--- config.mk ---
export PLATFORM = sky130hd
export DESIGN_NAME = ssd_scan_controller
export DESIGN_NICKNAME = d
export VERILOG_FILES = /design/src/rtl/ssd_scan_controller.sv
export SDC_FILE = /design/constraint.sdc
export NUM_CORES = 1
export LEC_CHECK = 0
export CORE_MARGIN = 10
export CORE_UTILIZATION = 57
export DETAILED_ROUTE_END_ITERATION = 6
export MAX_ROUTING_LAYER = met4
export PLACE_DENSITY = 0.79
export SLEW_MARGIN = 40
export SYNTH_ARGS = -nofsm -noshare
export SYNTH_HDL_FRONTEND = slang
export SYNTH_SLANG_ARGS = --single-unit
--- constraint.sdc ---
create_clock -name clk -period 2.3 [get_ports clk]
set_clock_uncertainty 0.1 [all_clocks]
set_input_delay 0.23 -clock clk [delete_from_list [all_inputs] [get_ports clk]]
set_output_delay 0.23 -clock clk [all_outputs]
set_load 0.03 [all_outputs]
--- src/rtl/ssd_scan_controller.sv ---
// rtl/ssd_scan_controller.sv - four-digit seven-segment scan controller
// Frame-synchronous digit update, anti-ghost guard band, leading-zero blanking.
module ssd_scan_controller #(
  parameter int REFRESH_DIV   = 50000,
  parameter int GUARD         = 16,
  parameter int BLANK_LEADING = 1
) (
  input  logic       clk,
  input  logic       rst,
  input  logic [3:0] D1,
  input  logic [3:0] D2,
  input  logic [3:0] D3,
  input  logic [3:0] D4,
  input  logic       load,
  input  logic [3:0] dp_sel,
  output logic [3:0] AN,
  output logic [6:0] SEG,
  output logic       DP,
  output logic       frame_done
);

  localparam int          CW       = (REFRESH_DIV > 1) ? $clog2(REFRESH_DIV) : 1;
  localparam logic [CW-1:0] CNT_LAST = CW'(REFRESH_DIV - 1);
  localparam logic [31:0] GUARD_U  = 32'(GUARD);

  logic [CW-1:0] cnt_q, cnt_d;
  logic [1:0]    slot_q, slot_d;
  logic [15:0]   disp_q, disp_d;
  logic [3:0]    disp_dp_q, disp_dp_d;
  logic [15:0]   pend_q, pend_d;
  logic [3:0]    pend_dp_q, pend_dp_d;
  logic          pend_flag_q, pend_flag_d;
  logic [3:0]    an_q, an_d;
  logic [6:0]    seg_q, seg_d;
  logic          dp_q, dp_d;
  logic          frame_done_q, frame_done_d;

  logic          wrap;
  logic          boundary;
  logic          in_guard;
  logic [3:0]    cur_digit;
  logic          cur_dp;
  logic          blank;

  function automatic logic [6:0] seg_decode(input logic [3:0] d);
    case (d)
      4'd0:    seg_decode = 7'b1000000;
      4'd1:    seg_decode = 7'b1111001;
      4'd2:    seg_decode = 7'b0100100;
      4'd3:    seg_decode = 7'b0110000;
      4'd4:    seg_decode = 7'b0011001;
      4'd5:    seg_decode = 7'b0010010;
      4'd6:    seg_decode = 7'b0000010;
      4'd7:    seg_decode = 7'b1111000;
      4'd8:    seg_decode = 7'b0000000;
      4'd9:    seg_decode = 7'b0010000;
      default: seg_decode = 7'b0111111;
    endcase
  endfunction

  // Slot timing and frame-synchronous register transfer
  always_comb begin
    wrap        = (cnt_q == CNT_LAST);
    boundary    = wrap && (slot_q == 2'd3);
    cnt_d       = wrap ? '0 : cnt_q + 1'b1;
    slot_d      = wrap ? slot_q + 2'd1 : slot_q;
    disp_d      = disp_q;
    disp_dp_d   = disp_dp_q;
    pend_d      = pend_q;
    pend_dp_d   = pend_dp_q;
    pend_flag_d = pend_flag_q;
    if (boundary) begin
      pend_flag_d = 1'b0;
      if (load) begin
        disp_d    = {D1, D2, D3, D4};
        disp_dp_d = dp_sel;
      end else if (pend_flag_q) begin
        disp_d    = pend_q;
        disp_dp_d = pend_dp_q;
      end
    end else if (load) begin
      pend_d      = {D1, D2, D3, D4};
      pend_dp_d   = dp_sel;
      pend_flag_d = 1'b1;
    end
  end

  // Digit selection and blanking for the current slot
  always_comb begin
    in_guard  = ({{(32-CW){1'b0}}, cnt_q} < GUARD_U);
    cur_digit = disp_q[3:0];
    cur_dp    = disp_dp_q[0];
    blank     = 1'b0;
    case (slot_q)
      2'd0: begin
        cur_digit = disp_q[15:12];
        cur_dp    = disp_dp_q[3];
        blank     = (disp_q[15:12] == 4'd0);
      end
      2'd1: begin
        cur_digit = disp_q[11:8];
        cur_dp    = disp_dp_q[2];
        blank     = (disp_q[15:8] == 8'd0);
      end
      2'd2: begin
        cur_digit = disp_q[7:4];
        cur_dp    = disp_dp_q[1];
        blank     = (disp_q[15:4] == 12'd0);
      end
      default: begin
        cur_digit = disp_q[3:0];
        cur_dp    = disp_dp_q[0];
        blank     = 1'b0;
      end
    endcase
    if (BLANK_LEADING == 0) blank = 1'b0;

    an_d         = 4'b1111;
    seg_d        = 7'b1111111;
    dp_d         = 1'b1;
    frame_done_d = boundary;
    if (!in_guard) begin
      an_d  = ~(4'b1000 >> slot_q);
      seg_d = blank ? 7'b1111111 : seg_decode(cur_digit);
      dp_d  = ~cur_dp;
    end
  end

  always_ff @(posedge clk) begin
    if (rst) begin
      cnt_q        <= '0;
      slot_q       <= 2'd0;
      disp_q       <= 16'd0;
      disp_dp_q    <= 4'd0;
      pend_q       <= 16'd0;
      pend_dp_q    <= 4'd0;
      pend_flag_q  <= 1'b0;
      an_q         <= 4'b1111;
      seg_q        <= 7'b1111111;
      dp_q         <= 1'b1;
      frame_done_q <= 1'b0;
    end else begin
      cnt_q        <= cnt_d;
      slot_q       <= slot_d;
      disp_q       <= disp_d;
      disp_dp_q    <= disp_dp_d;
      pend_q       <= pend_d;
      pend_dp_q    <= pend_dp_d;
      pend_flag_q  <= pend_flag_d;
      an_q         <= an_d;
      seg_q        <= seg_d;
      dp_q         <= dp_d;
      frame_done_q <= frame_done_d;
    end
  end

  assign AN         = an_q;
  assign SEG        = seg_q;
  assign DP         = dp_q;
  assign frame_done = frame_done_q;

endmodule

==> run_results.csv <==
group,metric,value,unit
die,die_y,99.5,um
placement,port-buffer-count,35,
drt,dr.pass1.iters,5,
synth,yosys_warnings,0,
power,power_switching,0.550,mW
timing,timing.hold.ws,103,ps
clocking,cts_tree,"built",
drt,drt_wl_total,6950,um
power,swShare,21.3,%
die,fp.coreArea,0.00603,sq mm
synth,postSynthCellCount,372,
placement,dp_slack,53.2,ps
placement,placedCellCount,472,
final_layout,area_growth,18.5,%
global_routing,grt_pass1_wl,11900,um
timing,max_slew_margin,54.5,%
flow_run,max_cap_viol_count,0,
final_layout,seq_area,0.00144,sq mm
final_layout,multiInputGateArea,0.00203,sq mm
final_layout,fin_area,0.00427,sq mm
synth,async_flop_share,0,%
global_routing,antenna_found_initial,0,
power,powerDensity,605,mW/mm^2
setup_path,cp-end-kind,"flop",
placement,place_congestion,0.799,
final_layout,final_cell_mix,"72 x dfxtp_1, 45 x nor2_1, 42 x mux2i_1, 40 x nand2b_1, 34 x clkdlybuf4s50_1",
timing,timing.final.crit_share,93.1,%
setup_path,critical_path_arrival,2230,ps
final_layout,fin_cells,487,
drt,avgRoutedWirePerCell,14.3,um
global_routing,first_global_vias,2549,
timing,fin_ws,158,ps
synth,yosys_register_bits,72,
min_path,hold_path_class,"primary input to flop",
drt,antenna_left,0,
timing,period_needed,2140,ps
clocking,clkSlewWorstSetupHoldPaths,70,ps
synth,syn_nets,403,
drt,drc,0,
clocking,clock_sinks,72,
clocking,clock_latency,340,ps
placement,post_dp_cell_area,0.00404,sq mm
final_layout,drive_above_1_share,14.8,%
drt,routed-via-count,2603,
timing,hold_violations,0,
final_layout,nets,439,
synth,synth_ff_type,"dfxtp_1",
final_layout,fillers,465,
power,internal_power,2.04,mW
synth,synth.distinct_cells,37,
final_layout,n_antenna_cell,0,
clocking,h-tree-depth,3,
global_routing,grt_max_degree,87,
drt,via_per_inst,5.34,
synth,yosysSeqAreaShare,40.0,%
die,die_area,0.00991,sq mm
setup_path,crit_fanout,8,
setup_path,critPathKind,"flop to flop",
clocking,cts_buffers,9,
timing,max_slew.worst_pin.slew,683,ps
global_routing,overflow,0,
drt,first_iter_violations,146,
setup_path,required,2390,ps
power,pwr-share-seq,49.9,%
synth,synth_edf_count,0,
power,pwr-share-clk,43.1,%
synth,synthesis.area,0.00360,sq mm
setup_path,critPathLaunchType,"flop",
power,pwr-share-comb,7.0,%
timing,slew_violations,0,
die,fp.dieW,99.5,um
clocking,cts_buffer_depth,2,
power,leakagePower,1.73,nW
clocking,cts_hold_buf,0,
status,status,"finished, final reports clean",
die,ios,36,
final_layout,final_common_cell,"dfxtp_1",
synth,avgSynthCellArea,9.69,sq um
timing,setup_viol_count_final,0,
timing,setup_tns,0,ps
die,start_util,59.8,%
timing,timing.fmax,0.467,GHz
global_routing,grt_usage,14.6,%
power,peakVddDrop,0.421,mV
placement,hpwl,4930,um
die,rows,28,
clocking,cts-root-buf,"clkbuf_8",
[path summary, 6_finish.rpt]
kind / start / end / cells after the start / slack [ps]
max: slot_q[0] / SEG[2] / 6 / 160
min: rst / AN[2] / 3 / 100
max reg2reg: slot_q[0] / SEG[2] / 6 / 160
min reg2reg: cnt_q[0] / cnt_q[0] / 1 / 370
[registers in the layout (all words and copies together) (netlist names)]
signal       count
cnt_q           16
disp_q          16
pend_q          16
SEG              7
AN               4
disp_dp_q        4
pend_dp_q        4
slot_q           2
DP               1
frame_done       1
pend_flag_q      1
[critical path, cell delays in order, from the launching register on]
cell	delay (ps)
dfxtp_1	380
inv_1	100
ha_2	250
a222oi_1	470
mux2i_2	230
o21ai_0	280
o311ai_0	180
[power groups by stage]
stage | Combinational, mW | Sequential (mW) | Clock [mW]
after floorplan | 0.117 | 1.31 | 0
after global placement | 0.179 | 1.32 | 0
after detailed placement | 0.183 | 1.32 | 0
after CTS | 0.183 | 1.29 | 1.14
after global routing | 0.200 | 1.29 | 1.18
final | 0.181 | 1.29 | 1.12
[per-stage QoR]
| stage | utilization [%] | power [mW] |
|---|---|---|
| after floorplan | - | 1.43 |
| final | 70.9 | 2.59 |
| after CTS | 70.7 | 2.61 |
| after global routing | 70.9 | 2.67 |
| after global placement | 67.1 | 1.49 |
| after detailed placement | 67.1 | 1.50 |
[cells by family after synthesis]
group | share of synthesized area [%]
XOR/XNOR | 3.40
AND/OR/NAND/NOR | 23.2
flip-flops | 40.0
adder cells (fa/ha/maj) | 2.78
multiplexers | 21.2
AO/OA/AOI/OAI | 5.35
buffers and inverters | 4.13
[timing repair]
action	4_1_cts	5_1_grt
resized for setup	0	5
buffers inserted	0	0
endpoints found under the setup margin	0	4
[metal layers]
| metal | global-route usage (%) | vias up | routed length (um) |
|---|---|---|---|
| met1 | 18.8 | 1191 | 3460 |
| li1 | - | 1353 | - |
| met4 | 6.39 | 0 | 114 |
| met5 | - | - | 0 |
| met3 | 3.53 | 11 | 262 |
| met2 | 21.3 | 48 | 3110 |
[cells in the mapped netlist (2+ instances only)]
library cell	number	area share [%]
a211oi_1	3	0.62
a21oi_1	3	0.42
a222oi_1	5	1.4
and3_2	2	0.42
buf_2	5	0.69
buf_6	2	0.62
clkbuf_1	13	1.4
dfxtp_1	72	40
ha_1	8	2.8
inv_1	14	1.5
mux2_2	3	0.94
mux2_4	20	8.3
mux2i_1	43	12
nand2_1	10	1.0
nand2b_1	40	6.9
nand3_1	9	1.2
nand4_1	7	1.2
nor2_1	45	4.7
nor2b_1	16	2.8
nor3_1	8	1.1
nor4_1	8	1.4
o211ai_1	2	0.42
o21ai_0	7	0.97
o311ai_0	2	0.49
xnor2_1	13	3.2
[final cells by class]
cell class | instances | share of cell area, %
Multi-Input combinational cell | 266 | 47.6
Sequential cell | 72 | 33.7
Timing Repair Buffer | 45 | 10.1
Clock buffer | 12 | 3.63
Tap cell | 75 | 2.20
Clock inverter | 3 | 1.52
Inverter | 14 | 1.23
Note: power is estimated with default switching activity, not from simulation.
